`src/rtl/sram_ctrl_pkg.sv`:
```
// sram_ctrl_pkg: shared types and default timing for the asynchronous SRAM
// controller.
//   sram_state_t : controller sequencing states
//   sram_req_t   : request record (write flag, address, data) at default widths
//   DEF_*        : default widths and timing parameters
//   *_CNT_W      : widths of the access and turnaround counters
package sram_ctrl_pkg;

  localparam int DEF_ADDR_W  = 8;
  localparam int DEF_DATA_W  = 16;
  localparam int DEF_WAIT_RD = 1;
  localparam int DEF_WAIT_WR = 1;
  localparam int DEF_TURN    = 1;

  // Wait states span 0..15, turnaround spans 0..7.
  localparam int WAIT_CNT_W = 4;
  localparam int TURN_CNT_W = 3;

  typedef enum logic [2:0] {
    ST_IDLE,
    ST_SETUP,
    ST_ACCESS,
    ST_HOLD,
    ST_TURN
  } sram_state_t;

  typedef struct packed {
    logic                  write;
    logic [DEF_ADDR_W-1:0] addr;
    logic [DEF_DATA_W-1:0] data;
  } sram_req_t;

endpackage

```
`src/rtl/sram_wait_timer.sv`:
```
// sram_wait_timer: loadable down-counter that stops at zero.
//   clk1    : clock, rising edge
//   reset   : synchronous, active low; clears the count
//   i_load  : load i_value this cycle (takes priority over counting)
//   i_value : load value
//   o_count : current count
//   o_done  : count is zero
module sram_wait_timer #(
  parameter int WIDTH = 4
) (
  input  logic             clk1,
  input  logic             reset,
  input  logic             i_load,
  input  logic [WIDTH-1:0] i_value,
  output logic [WIDTH-1:0] o_count,
  output logic             o_done
);

  logic [WIDTH-1:0] r_count;

  always_ff @(posedge clk1) begin
    if (!reset) begin
      r_count <= '0;
    end else if (i_load) begin
      r_count <= i_value;
    end else if (r_count != '0) begin
      r_count <= r_count - WIDTH'(1);
    end
  end

  assign o_count = r_count;
  assign o_done  = (r_count == '0);

endmodule

```
`src/rtl/sram_ctrl.sv`:
```
// sram_ctrl: sequenced controller for an asynchronous SRAM.
//   clk1, reset            : clock (rising edge), synchronous active-low reset
//   req_valid/req_ready    : request handshake
//   req_write/addr/wdata   : request contents, registered at the handshake
//   rsp_valid/rsp_rdata    : one-cycle read response pulse and captured data
//   sram_ce_n/oe_n/we_n    : active-low SRAM strobes (registered)
//   sram_adr               : SRAM address
//   sram_dq_out/dq_oe      : write data and drive enable for the board tristate
//   sram_dq_in             : data returned from the SRAM
module sram_ctrl
  import sram_ctrl_pkg::*;
#(
  parameter int ADDR_W  = DEF_ADDR_W,
  parameter int DATA_W  = DEF_DATA_W,
  parameter int WAIT_RD = DEF_WAIT_RD,
  parameter int WAIT_WR = DEF_WAIT_WR,
  parameter int TURN    = DEF_TURN
) (
  input  logic              clk1,
  input  logic              reset,
  input  logic              req_valid,
  output logic              req_ready,
  input  logic              req_write,
  input  logic [ADDR_W-1:0] req_addr,
  input  logic [DATA_W-1:0] req_wdata,
  output logic              rsp_valid,
  output logic [DATA_W-1:0] rsp_rdata,
  output logic              sram_ce_n,
  output logic              sram_oe_n,
  output logic              sram_we_n,
  output logic [ADDR_W-1:0] sram_adr,
  output logic [DATA_W-1:0] sram_dq_out,
  output logic              sram_dq_oe,
  input  logic [DATA_W-1:0] sram_dq_in
);

  typedef struct packed {
    logic              write;
    logic [ADDR_W-1:0] addr;
    logic [DATA_W-1:0] data;
  } req_t;

  sram_state_t r_state, w_state_next;
  req_t        r_req;

  logic              r_ce_n, r_oe_n, r_we_n, r_dq_oe, r_rsp_valid;
  logic [DATA_W-1:0] r_rsp_rdata;
  logic              w_ce_n_next, w_oe_n_next, w_we_n_next, w_dq_oe_next;

  logic                  w_hs, w_wr_next, w_rd_end, w_turn_owed;
  logic [WAIT_CNT_W-1:0] w_acc_value, w_acc_count;
  logic                  w_acc_done;
  logic [TURN_CNT_W-1:0] w_turn_count;
  logic                  w_turn_done;
  logic                  w_unused_acc_count;

  assign req_ready = (r_state == ST_IDLE) && reset;
  assign w_hs      = req_valid && req_ready;
  // Direction of the transfer the next cycle belongs to: the incoming
  // request at a handshake, otherwise the one already registered.
  assign w_wr_next = w_hs ? req_write : r_req.write;
  assign w_rd_end  = (r_state == ST_ACCESS) && w_acc_done && !r_req.write;

  // The counter includes the current cycle, so only a count above one
  // still owes idle cycles after this one.
  assign w_turn_owed = !w_turn_done && (w_turn_count != TURN_CNT_W'(1));

  assign w_acc_value = r_req.write ? WAIT_CNT_W'(WAIT_WR) : WAIT_CNT_W'(WAIT_RD);
  assign w_unused_acc_count = ^w_acc_count;

  // Loaded during SETUP so ACCESS sees W, W-1 .. 0: W+1 cycles.
  sram_wait_timer #(.WIDTH(WAIT_CNT_W)) u_access_timer (
    .clk1    (clk1),
    .reset   (reset),
    .i_load  (r_state == ST_SETUP),
    .i_value (w_acc_value),
    .o_count (w_acc_count),
    .o_done  (w_acc_done)
  );

  sram_wait_timer #(.WIDTH(TURN_CNT_W)) u_turn_timer (
    .clk1    (clk1),
    .reset   (reset),
    .i_load  (w_rd_end),
    .i_value (TURN_CNT_W'(TURN)),
    .o_count (w_turn_count),
    .o_done  (w_turn_done)
  );

  always_comb begin
    w_state_next = r_state;
    case (r_state)
      ST_IDLE:   if (w_hs) w_state_next = (req_write && w_turn_owed) ? ST_TURN : ST_SETUP;
      ST_SETUP:  w_state_next = ST_ACCESS;
      ST_ACCESS: if (w_acc_done) w_state_next = r_req.write ? ST_HOLD : ST_IDLE;
      ST_HOLD:   w_state_next = ST_IDLE;
      ST_TURN:   if (!w_turn_owed) w_state_next = ST_SETUP;
      default:   w_state_next = ST_IDLE;
    endcase

    // Strobes are decoded from the next state so they leave a flop
    // aligned with the state they belong to.
    w_ce_n_next  = 1'b1;
    w_oe_n_next  = 1'b1;
    w_we_n_next  = 1'b1;
    w_dq_oe_next = 1'b0;
    if (w_state_next == ST_SETUP || w_state_next == ST_ACCESS || w_state_next == ST_HOLD) begin
      w_ce_n_next  = 1'b0;
      w_dq_oe_next = w_wr_next;
    end
    if (w_state_next == ST_ACCESS) begin
      w_oe_n_next = w_wr_next;
      w_we_n_next = !w_wr_next;
    end
  end

  always_ff @(posedge clk1) begin
    if (!reset) begin
      r_state     <= ST_IDLE;
      r_req       <= '0;
      r_ce_n      <= 1'b1;
      r_oe_n      <= 1'b1;
      r_we_n      <= 1'b1;
      r_dq_oe     <= 1'b0;
      r_rsp_valid <= 1'b0;
      r_rsp_rdata <= '0;
    end else begin
      r_state     <= w_state_next;
      r_ce_n      <= w_ce_n_next;
      r_oe_n      <= w_oe_n_next;
      r_we_n      <= w_we_n_next;
      r_dq_oe     <= w_dq_oe_next;
      r_rsp_valid <= w_rd_end;
      if (w_hs) begin
        r_req <= {req_write, req_addr, req_wdata};
      end
      if (w_rd_end) begin
        r_rsp_rdata <= sram_dq_in;
      end
    end
  end

  assign rsp_valid   = r_rsp_valid;
  assign rsp_rdata   = r_rsp_rdata;
  assign sram_ce_n   = r_ce_n;
  assign sram_oe_n   = r_oe_n;
  assign sram_we_n   = r_we_n;
  assign sram_dq_oe  = r_dq_oe;
  assign sram_adr    = r_req.addr;
  assign sram_dq_out = r_req.data;

endmodule
```
`config.mk`:
```
export PLATFORM = sky130hd
export DESIGN_NAME = sram_ctrl
export DESIGN_NICKNAME = d
export VERILOG_FILES = /design/src/rtl/sram_ctrl_pkg.sv /design/src/rtl/sram_wait_timer.sv /design/src/rtl/sram_ctrl.sv
export SDC_FILE = /design/constraint.sdc
export NUM_CORES = 1
export LEC_CHECK = 0
export CAP_MARGIN = 20
export CORE_MARGIN = 3
export CORE_UTILIZATION = 53
export CTS_BUF_LIST = sky130_fd_sc_hd__clkbuf_8 sky130_fd_sc_hd__clkbuf_16
export DETAILED_ROUTE_END_ITERATION = 10
export DONT_BUFFER_PORTS = 1
export PLACE_DENSITY = 0.75
export SETUP_SLACK_MARGIN = 0.5
export SYNTH_ARGS = -nofsm -noshare
export SYNTH_HDL_FRONTEND = slang
export SYNTH_HIERARCHICAL = 1
export SYNTH_SLANG_ARGS = --single-unit
```
`constraint.sdc`:
```
create_clock -name clk1 -period 5.8 [get_ports clk1]
set_input_delay 1.74 -clock clk1 [delete_from_list [all_inputs] [get_ports clk1]]
set_output_delay 1.74 -clock clk1 [all_outputs]
set_load 0.01 [all_outputs]
```
==> results.py <==
metrics = {
    "floorplan": {
        "initial_utilization_pct": 55.71,
        "num_rows": 25,
        "fp.dieArea_um2": 5917,
        "io_pins": 90,
        "core-area_um2": 4786,
        "die_y_um": 76.93,
        "die_w_um": 76.93,
    },
    "clocking": {
        "cts-hold-fix-buffers": 0,
        "cts_buffers": 5,
        "clockBufferDepth": 2,
        "clkTransAtPathRegs_ns": 0.10,
        "cts_tree": "done",
        "htreeDepth": 2,
        "cts.repair.resized": 0,
        "postCtsSetupBuffers": 0,
        "clk_latency_ns": 0.31,
        "cts_root_buffer": "clkbuf_8",
        "clock-sinks": 56,
    },
    "drt": {
        "via_per_inst": 5.180,
        "drt-total-wl_mm": 4.627,
        "drt_first_pass_iters": 4,
        "first_iter_violations": 82,
        "drc_errors": 0,
        "ant_nets": 0,
        "vias": 1725,
        "wire_per_inst_um": 13.89,
    },
    "critical_path": {
        "critPathMaxFanout": 53,
        "crit_path_end_kind": "output pin",
        "reg2reg_slack_ns": 3.47,
        "critical_path_class": "in -> out",
        "startpoint_type": "primary input",
        "worst_ep_arrival_time_ns": 2.07,
        "r2r-end": "u_turn_timer/o_count[1]",
        "r2r_cells": 8,
        "cpPeakStageDelay_ns": 0.32,
        "path_buf_inv": 0,
        "worstPathCellList": "nor4b_4",
        "r2r-start": "u_access_timer/o_count[0]",
        "worstPathRequired_ns": 4.06,
        "slowest_stage": "nor4b_4",
        "cp_top_family": "simple AND/OR/NAND/NOR gates",
    },
    "placed_design": {
        "place_hpwl_mm": 3.215,
        "place_congestion": 0.7680,
        "port_buffers": 0,
    },
    "yosys": {
        "synth_edf_count": 0,
        "ys_warn_count": 6,
        "ys_types": 48,
        "synthCells": 289,
        "netlist_area_um2": 2666,
        "synth_seq_area_share_pct": 42.05,
        "ys_async_sr_fraction_pct": 0,
        "synth_seq_cells": 56,
        "avgSynthCellArea_um2": 9.226,
        "synth_ff_type": "dfxtp_1",
    },
    "power": {
        "swShare_pct": 31.48,
        "power.total_w": 0.0009099,
        "clock_power_share_pct": 22.8,
        "power_frac_seq_pct": 52.4,
        "power_density_nw_per_um2": 353.0,
        "combPwrFrac_pct": 24.8,
        "p_sw_w": 0.0002865,
        "ir_worst_vdd_mv": 0.1352,
        "power.internal_w": 0.0006234,
        "leakagePower_nw": 0.9201,
    },
    "global_route": {
        "grt_overflow_total": 0,
        "grt_pass1_vias": 1708,
        "antenna_found_initial": 0,
        "track_usage_pct": 16.46,
        "grt_pass1_wl_mm": 7.969,
        "grt_max_degree": 54,
    },
    "layout": {
        "fin_nets": 312,
        "final_cell_mix": "nand2_1 (78), dfxtp_1 (56), a21boi_2 (20)",
        "area_growth_pct": -3.332,
        "antenna_cells": 0,
        "final_common_cell": "nand2_1",
        "drive_gt1_share_pct": 16.54,
    },
    "min_path": {
        "holdCritPathClass": "reg -> reg",
        "hp-start": "rsp_rdata[8]",
        "hold_depth": 2,
        "min_to": "rsp_rdata[8]",
    },
    "sta": {
        "final_hold_viol_count": 0,
        "rsz0062_at_grt": "no",
        "final.setup_skew_ns": 0.01248,
        "finalCriticalPeriod_ns": 3.813,
        "tns_ns": 0,
        "tightest_slew_ns": 0.7914,
        "finalCritPeriodShare_pct": 65.74,
        "hold_slack_ns": 0.5085,
        "relSlewSlack_pct": 47.11,
        "finalSetupViolations": 0,
        "finalMaxSlewViolations": 0,
        "timing.fmax_mhz": 262.3,
    },
    "job": {
        "drv_cap": 0,
    },
    "status": {
        "status": "completed",
    },
}
cells in the mapped netlist (2+ instances only):
library cell   n  area [µm²]
clkbuf_1       6       22.52
buf_2          2       10.01
xnor2_1        2       17.52
a21oi_1        4       20.02
inv_1          9       33.78
dfxtp_1       56        1121
buf_12         3       60.06
nand3_1        4       20.02
buf_4         25       187.7
a21boi_2      20       225.2
nor2b_2        2       17.52
nand2_1       78       292.8
conb_1         2       7.510
o211a_1        2       20.02
nand2b_1       6       37.54
o31ai_1        2       15.01
nor3b_1        3       22.52
a21boi_1       9       67.56
nor4b_1        2       17.52
a2111oi_1      2       20.02
nor2b_1        5       31.28
o21ai_0        2       10.01
nand2_2        4       25.02
a21boi_0      11       82.58
ha_1           3       37.54
nand3b_1       2       15.01
nor2_1         2       7.510
sequential cells by signal, summed over array words and instances (netlist names):
signal	count
rsp_rdata	16
sram_dq_out	16
sram_adr	8
u_access_timer/o_count	4
r_state	3
u_turn_timer/o_count	3
r_req	1
rsp_valid	1
sram_ce_n	1
sram_dq_oe	1
sram_oe_n	1
sram_we_n	1
worst reg2reg max path, stage by stage, from the launching register on:
cell and delay, ns:
dfxtp_1 0.33, inv_1 0.09, ha_1 0.20, nor3b_4 0.32, and4bb_4 0.32, nand2_4 0.14
inv_2 0.34, nor2b_1 0.09, a2111oi_1 0.39
routing by layer:
layer  track usage [%]  up-vias  wire, µm
met3             7.160        2       441
met1             18.52      783      1925
li1                  -      873         -
met4             4.891        0        29
met2             28.05       67      2231
met5                 0        -         0
power groups by stage:
stage	combinational, W	sequential (W)	clock, W
3_5_place_dp	0.000226	0.000485	0
3_3_place_gp	0.000220	0.000484	0
5_1_grt	0.000257	0.000483	0.000232
6_report	0.000226	0.000477	0.000207
4_1_cts	0.000229	0.000478	0.000215
2_1_floorplan	0.000234	0.000469	0
kinds of logic (layout without fill, tap and decap cells):
group,Yosys count,in the layout,share of synthesized area (%)
AOI/OAI and AO/OA,59,59,19.66
xor gates and xnor gates,2,2,0.6571
adders and majority gates,3,3,1.408
buffers and inverters,46,18,11.92
DFF,56,56,42.05
muxes,2,2,0.7977
other,2,7,0.2817
and+or+nand+nor,119,119,23.23
worst max path at each step:
stage / startpoint / endpoint / slack [ns] / cells past startpoint
floorplan: reset / req_ready / 1.86 / 2
CTS: reset / req_ready / 2.00 / 1
global route: reset / req_ready / 1.97 / 1
finish: reset / req_ready / 1.99 / 1
detailed placement: reset / req_ready / 2.00 / 1
global placement: reset / req_ready / 2.00 / 1
layout make-up:
class	count	area [µm²]
multi-input combinational	192	1246
tap	67	83.83
inverter	10	37.54
clock buffer	5	68.82
fill	450	2208
sequential	56	1121
clock inverter	3	20.02
metrics by stage:
| stage | std cells | setup WS (ns) | area, µm² | utilization (%) |
|---|---|---|---|---|
| final | 333 | 1.987 | 2577 | 53.86 |
| after global routing | 333 | 1.967 | 2577 | 53.86 |
| after CTS | 333 | 1.998 | 2577 | 53.86 |
| after detailed placement | 325 | 2.000 | 2489 | 52.00 |
| after global placement | 325 | 2.002 | 2489 | 52.00 |
| after floorplan | 294 | 1.860 | 2685 | - |
No activity file was read; power rests on OpenSTA's default activity.
